$ cat config.mk
export PLATFORM = sky130hd
export DESIGN_NAME = clkdiv_ctrl
export DESIGN_NICKNAME = d
export VERILOG_FILES = /design/src/rtl/clkdiv_pkg.sv /design/src/rtl/clkdiv_core.sv /design/src/rtl/clkdiv_ctrl.sv
export SDC_FILE = /design/constraint.sdc
export NUM_CORES = 1
export LEC_CHECK = 0
export BUFFER_PORTS_ARGS = -buffer_cell sky130_fd_sc_hd__buf_2
export CORE_ASPECT_RATIO = 1.25
export CORE_MARGIN = 3
export CORE_UTILIZATION = 45
export DETAILED_ROUTE_END_ITERATION = 8
export PLACE_DENSITY = 0.72
export SYNTH_ARGS = -nofsm -noshare
export SYNTH_HDL_FRONTEND = slang
export SYNTH_SLANG_ARGS = --single-unit
$ cat constraint.sdc
create_clock -name clk -period 5.1 [get_ports clk]
set_clock_uncertainty 0.05 [all_clocks]
set_input_delay 1.02 -clock clk [delete_from_list [all_inputs] [get_ports clk]]
set_output_delay 1.02 -clock clk [all_outputs]
set_load 0.01 [all_outputs]
$ cat src/rtl/clkdiv_pkg.sv
// clkdiv_pkg: shared state encoding and reset ratio for the clock divider
package clkdiv_pkg;
  typedef enum logic [1:0] {IDLE, RUN, PEND} state_t;
  localparam int DEF_HALF = 2;
endpackage

$ cat src/rtl/clkdiv_core.sv
// clkdiv_core: half-period counter, clk_out toggle and rise pulse
module clkdiv_core #(
  parameter int DIV_W = 8
) (
  input  logic             clk,
  input  logic             rst,
  input  logic [DIV_W-1:0] half,
  input  logic             run,
  input  logic             clear,
  output logic             clk_out,
  output logic             rise,
  output logic             wrap
);
  logic [DIV_W-1:0] count;
  assign wrap = count == half - DIV_W'(1);
  always_ff @(posedge clk or posedge rst)
    if (rst) begin
      count   <= '0;
      clk_out <= 1'b0;
      rise    <= 1'b0;
    end else if (clear || !run) begin
      count   <= '0;
      clk_out <= 1'b0;
      rise    <= 1'b0;
    end else begin
      count   <= wrap ? '0 : count + DIV_W'(1);
      clk_out <= clk_out ^ wrap;
      rise    <= wrap && !clk_out;
    end
endmodule

$ cat src/rtl/clkdiv_ctrl.sv
// clkdiv_ctrl: run/stop FSM and half-period handshake around clkdiv_core
module clkdiv_ctrl
  import clkdiv_pkg::*;
#(
  parameter int DIV_W        = 8,
  parameter int DEFAULT_HALF = DEF_HALF
) (
  input  logic             clk,
  input  logic             rst,
  input  logic             en,
  input  logic             cfg_valid,
  input  logic [DIV_W-1:0] cfg_half,
  output logic             cfg_ready,
  output logic             cfg_err,
  output logic             busy,
  output logic             clk_out,
  output logic             rise
);
  state_t state, state_n;
  logic [DIV_W-1:0] half_q, half_n, pend_half, pend_n;
  logic wrap, xfer, legal, run, fall, stop;
  assign cfg_ready = state != PEND;
  assign busy      = state == PEND;
  assign xfer      = cfg_valid && cfg_ready;
  assign legal     = xfer && |cfg_half;
  assign run       = state != IDLE;
  assign fall      = run && wrap && clk_out;
  // a stop request only takes effect in the low phase or when high ends
  assign stop      = !en && (!clk_out || fall);
  always_comb begin
    state_n = state;
    half_n  = half_q;
    pend_n  = pend_half;
    case (state)
      IDLE: begin
        state_n = en ? RUN : IDLE;
        half_n  = legal ? cfg_half : half_q;
      end
      RUN: begin
        state_n = legal ? PEND : stop ? IDLE : RUN;
        pend_n  = legal ? cfg_half : pend_half;
      end
      PEND: begin
        state_n = stop ? IDLE : fall ? RUN : PEND;
        half_n  = (stop || fall) ? pend_half : half_q;
      end
      default: state_n = IDLE;
    endcase
  end
  always_ff @(posedge clk or posedge rst)
    if (rst) begin
      state     <= IDLE;
      half_q    <= DIV_W'(DEFAULT_HALF);
      pend_half <= '0;
      cfg_err   <= 1'b0;
    end else begin
      state     <= state_n;
      half_q    <= half_n;
      pend_half <= pend_n;
      cfg_err   <= xfer && cfg_half == '0;
    end
  clkdiv_core #(.DIV_W(DIV_W)) u_core (
    .clk     (clk),
    .rst     (rst),
    .half    (half_q),
    .run     (run),
    .clear   (!en && !clk_out),
    .clk_out (clk_out),
    .rise    (rise),
    .wrap    (wrap)
  );
endmodule

# Yosys cells after proc, flatten, opt, wreduce, memory -nomap -nowiden
# Cells that the tools add are included.
[op_classes] n_reduce_logical=21 eq_ne=6 add_sub_neg=2 bitwise_logic=1 muxes=13
[op_table] op="8-bit two-way mux" n=4
[op_table] op="8-bit case mux with 2 select lines" n=1
[op_table] op="8-bit by 1-bit adder with 8-bit output (second input constant)" n=1
[op_table] op="8-bit == test" n=1
[op_table] op="1-bit logical AND" n=8
[op_table] op="8-bit zero test" n=1
[op_table] op="8-bit OR reduction" n=1
[op_table] op="8-bit by 1-bit subtractor with 8-bit output (second input constant)" n=1
[op_table] op="2-bit two-way mux" n=3
[op_table] op="2-bit case mux with 3 select lines" n=1
[op_table] op="1-bit two-way mux" n=4
[op_table] op="2-bit inequality test (second input constant)" n=2
[op_table] op="2-bit nonzero test" n=2
[op_table] op="1-bit zero test" n=3
[op_table] op="1-bit logical OR" n=3
[op_table] op="3-bit AND reduction" n=1
[op_table] op="2-bit by 1-bit == test with 1-bit output (second input constant)" n=1
[op_table] op="2-bit == test (second input constant)" n=1
[op_table] op="2-bit zero test" n=1
[op_table] op="2-bit by 1-bit inequality test with 1-bit output (second input constant)" n=1
[op_table] op="2-bit AND reduction" n=1
[op_table] op="1-bit XOR" n=1
[word_totals] regBits=29 input_bits=12 elab_cells=50 out_inout_bits=5

# Longest topological paths before layout
[depth] word_depth=9 ltp_mapped=12 depth_no_buf=10

# Cells and area by module
# A second synthesis with hierarchy kept.
[hier_totals] cells_unflattened=150 hier_area_um2=1650.3
[modules_own_cells] module="clkdiv_ctrl" n_inst=1 seq_area_each_um2=476.7 area_each_um2=872.1 cells_per_inst=67
[modules_own_cells] module="clkdiv_core" n_inst=1 seq_area_each_um2=250.2 area_each_um2=778.2 cells_per_inst=83

# Worst setup path after synthesis
# No wires, ideal clock.
[synth_path] kind="input -> register" from="input cfg_half[2]" to="register half_q[2]" setup_ns=0.125 path_slack_ns=2.556 path_stages=6 arrival_ns=2.370 t_required_ns=4.925 n_path_buf=0 cell_sequence="nor4_1 a21boi_0 mux2i_1 nor2_1 a41oi_4 mux2_2"
[synth_between] elab_chain_cells=4 word_cells_on_any_way=6 classes_between="eq/ne: 1; mux: 2; reduce/logical: 3"
[synth_rtl] item="from (decl)" line_no="clkdiv_ctrl.sv:12" rtl="input logic [DIV_W-1:0] cfg_half,"
[synth_rtl] item="8-bit OR reduction" line_no="clkdiv_ctrl.sv:25" rtl="assign legal = xfer && |cfg_half;"
[synth_rtl] item="1-bit logical AND" line_no="clkdiv_ctrl.sv:25"
[synth_rtl] item="2-bit inequality test (no line)"
[synth_rtl] item="3-bit AND reduction (no line)"
[synth_rtl] item="to (signal assigned)" line_no="clkdiv_ctrl.sv:53" rtl="half_q <= DIV_W'(DEFAULT_HALF);"
[synth_rtl] item="to (signal assigned)" line_no="clkdiv_ctrl.sv:58" rtl="half_q <= half_n;"
[synth_rtl] item="to (decl)" line_no="clkdiv_ctrl.sv:20" rtl="logic [DIV_W-1:0] half_q, half_n, pend_half, pend_n;"
# Several ways; a longest one is shown, not always the timed one. The select of a mux whose other input is x is not followed.
# A chain may end at the register's enable or synchronous reset.

# Worst setup path after layout
[layout_path] from="register state[1]" to="output cfg_ready"
[layout_between] elab_chain_cells=1
[layout_rtl] item="from (decl)" line_no="clkdiv_ctrl.sv:19" rtl="state_t state, state_n;"
[layout_rtl] item="from (signal assigned)" line_no="clkdiv_ctrl.sv:57" rtl="state <= state_n;"
[layout_rtl] item="2-bit inequality test" line_no="clkdiv_ctrl.sv:22" rtl="assign cfg_ready = state != PEND;"
[layout_rtl] item="to (decl)" line_no="clkdiv_ctrl.sv:13" rtl="output logic cfg_ready,"
# Every way passes these cells.

==> metrics <==
antenna cell count=0; fraction of power consumed by the clock network=24.8%; Min Clock Period, post-route=2920 ps; count of final setup violators=0; P_leak=0.790 nW; Slew headroom=29.4%; cell at the slowest stage of the critical path=sky130_fd_sc_hd__nor2b_1; number of buffers inserted to repair setup after CTS=0; total standard cell area after synthesis=1640 um^2; number of vias per cell=5.66; initial drt markers=25; clock-pin slew reported for the worst setup and hold paths after clock tree synthesis=60 ps; Crit Path Class=register to primary output; share of total power consumed by net switching=33.7%; CP peak stage delay=710 ps; Final Slew Violations=0; Max-Cap Viols=0; net switching power=0.242 mW; count of placed standard cells including taps=195; Die Area=4400 um^2; fraction of the yosys area taken by sequential cells=44.4%; proportion of layout cells with a drive suffix above 1=29.5%; internal cell power=0.477 mW; Nets=180; outcome=completed; Root Buffer=sky130_fd_sc_hd__clkbuf_8; floorplan core area=3340 um^2; DP Wirelength=2320 um; horizontal die dimension=59.9 um; combinational cell fraction of total power=28.6%; IO Pins=17; vias after detailed routing=1,148; design area=1820 um^2; warnings from Yosys=0; relative contribution of sequential cells to total power=46.6%; post-detailed-route count of antenna-violating nets=0; Gate Count Post-Synth=148; fin cells=203; combined buffer and inverter count along the critical path=2; Layout Area Growth over Synthesis=11.2%; setup repair after global routing missed its margin=false; number of failing hold endpoints at the final stage=0; row count=23; weighted congestion reported at the end of routability-driven placement=0.779; arrival time of data at the critical path endpoint=1850 ps; top library cells by usage in the layout, fill and taps aside=sky130_fd_sc_hd__dfrtp_1 (28), sky130_fd_sc_hd__mux2_2 (20), sky130_fd_sc_hd__buf_2 (16); core utilization of the finished layout=54.5%; worst hold slack across all endpoints=453 ps; vertical extent of the die=73.4 um; GRT Residual Overflow=0; kind of cell adding the most delay to the critical path=simple AND/OR/NAND/NOR gates; Resized Gates After CTS=0; kind of end point of the critical path=primary output; via count of the first global-routing pass=1,233; worst-path fanout max=10; first-pass GRT wire length=5520 um; Cell variety after synth=35; Power per Cell Area=395 nW/um^2; total negative slack=0 ps; 1st-pass router iterations=4; pin count of the biggest net entering global routing=30; Tightest Hold Check Type=register to register; list of cells traversed by the critical path=nor2b_1 -> inv_1 -> buf_2; area share of the largest cell type after synthesis=42.8%; final routed DRC violation total=0; area leader, netlist=sky130_fd_sc_hd__dfrtp_1; type of origin of the critical path=register; number of buffers inserted during clock tree synthesis=5; Max H-tree Level=2; Required @ worst endpoint=4030 ps; effective utilization at floorplan=49.0%; fill cell total of the finished layout=292; Seq cells post-synth=29; synthesized net count=163; post-layout worst setup margin=2180 ps; post-synthesis average cell area=11.1 um^2; slew at the pin closest to its max-slew limit=1060 ps; number of antenna violations at the first check in global routing=0; clock tree from TritonCTS=built; dpl ws=2030 ps; clock sinks=29; Area contributors post-synth=sky130_fd_sc_hd__dfrtp_1 (43%), sky130_fd_sc_hd__mux2_2 (14%), sky130_fd_sc_hd__xor2_1 (4.8%); cell area after placement=1740 um^2; Worst-Skew Late Latency=280 ps; Total Power=0.719 mW; Port-buffer cells=16; Max VDD drop=0.225 mV; number of hold buffers added after cts=0; per-cell routed wire length=15.5 um; total global-route track usage=17.0%; max frequency=343 MHz; Longest Clk Path Bufs=2; most common cell after layout, fill and taps aside=sky130_fd_sc_hd__dfrtp_1; Detailed Route WL=3160 um; final worst-path cycle share=57.2%
## area by class of cell
| class | instances | area (um^2) | share of cell area (%) |
|---|---|---|---|
| Multi-Input combinational cell | 107 | 862 | 47.4 |
| Sequential cell | 29 | 727 | 39.9 |
| Timing Repair Buffer | 16 | 80.1 | 4.40 |
| Clock buffer | 6 | 72.6 | 3.99 |
| Tap cell | 37 | 46.3 | 2.54 |
| Inverter | 6 | 22.5 | 1.24 |
| Clock inverter | 2 | 10.0 | 0.550 |
## power by group through the flow
stage	clock [mW]	sequential [mW]	combinational, mW
floorplan	0	0.315	0.180
global placement	0	0.332	0.197
detailed placement	0	0.337	0.206
CTS	0.186	0.333	0.208
global route	0.196	0.341	0.229
finish	0.179	0.335	0.206
## registers in the layout, indices dropped and copies added (netlist names)
name / flops
half_q: 8
pend_half: 8
u_core.count: 8
state: 2
u_core.clk_out: 1
cfg_err: 1
u_core.rise: 1
## cells in the mapped netlist
cell                        count
sky130_fd_sc_hd__a2111oi_4      1
sky130_fd_sc_hd__a211oi_1       1
sky130_fd_sc_hd__a21boi_0       1
sky130_fd_sc_hd__a21oi_1        4
sky130_fd_sc_hd__a31oi_1        1
sky130_fd_sc_hd__a41oi_4        1
sky130_fd_sc_hd__and2_1         2
sky130_fd_sc_hd__and3_1         3
sky130_fd_sc_hd__and4_1         1
sky130_fd_sc_hd__buf_2          2
sky130_fd_sc_hd__clkbuf_1       4
sky130_fd_sc_hd__dfrtp_1       28
sky130_fd_sc_hd__dfstp_2        1
sky130_fd_sc_hd__ha_1           3
sky130_fd_sc_hd__inv_1          6
sky130_fd_sc_hd__mux2_2        20
sky130_fd_sc_hd__mux2i_1        6
sky130_fd_sc_hd__nand2_1        8
sky130_fd_sc_hd__nand3_1        4
sky130_fd_sc_hd__nand3b_1       1
sky130_fd_sc_hd__nand4_1        2
sky130_fd_sc_hd__nor2_1         7
sky130_fd_sc_hd__nor2b_1        4
sky130_fd_sc_hd__nor3_1         9
sky130_fd_sc_hd__nor4_1         2
sky130_fd_sc_hd__nor4_2         2
sky130_fd_sc_hd__o21bai_1       2
sky130_fd_sc_hd__o22ai_1        1
sky130_fd_sc_hd__o311ai_1       1
sky130_fd_sc_hd__o31a_1         1
sky130_fd_sc_hd__o31ai_1        1
sky130_fd_sc_hd__or2_1          1
sky130_fd_sc_hd__or2_2          1
sky130_fd_sc_hd__xnor2_1        7
sky130_fd_sc_hd__xor2_1         9
## logic make-up after synthesis
logic type | after synthesis | synth area share [%]
buffers and inverters | 12 | 2.90
adder cells (fa/ha/maj) | 3 | 2.29
XOR/XNOR | 16 | 8.56
AND/OR/NAND/NOR | 47 | 15.7
flip-flops | 29 | 44.4
multiplexers | 26 | 17.4
AO/OA/AOI/OAI | 15 | 8.72
## layer usage
| metal | vias to the layer above | part of all wire (%) | global-route usage, % |
|---|---|---|---|
| met1 | 558 | 42 | 18.9 |
| met2 | 24 | 52 | 27.5 |
| met3 | 6 | 3.1 | 5.10 |
| met5 | - | 0 | 0 |
| li1 | 560 | - | - |
| met4 | 0 | 2.8 | 11.3 |
## final timing paths
check | depth (start not counted) | from | slack (ps) | end
min in group asynchronous | 2 | rst | 940 | u_core.count[3]$_DFF_PP0_
worst max register to register | 9 | half_q[1]$_DFFE_PP1P_ | 2410 | u_core.clk_out$_DFF_PP0_
worst min register to register | 1 | pend_half[5]$_DFFE_PP0P_ | 450 | pend_half[5]$_DFFE_PP0P_
max in group asynchronous | 2 | rst | 3410 | half_q[2]$_DFFE_PP0P_
worst max-delay path | 3 | state[1]$_DFF_PP0_ | 2180 | cfg_ready
worst min-delay path | 1 | pend_half[5]$_DFFE_PP0P_ | 450 | pend_half[5]$_DFFE_PP0P_
Power figures use the tool's default switching activity.
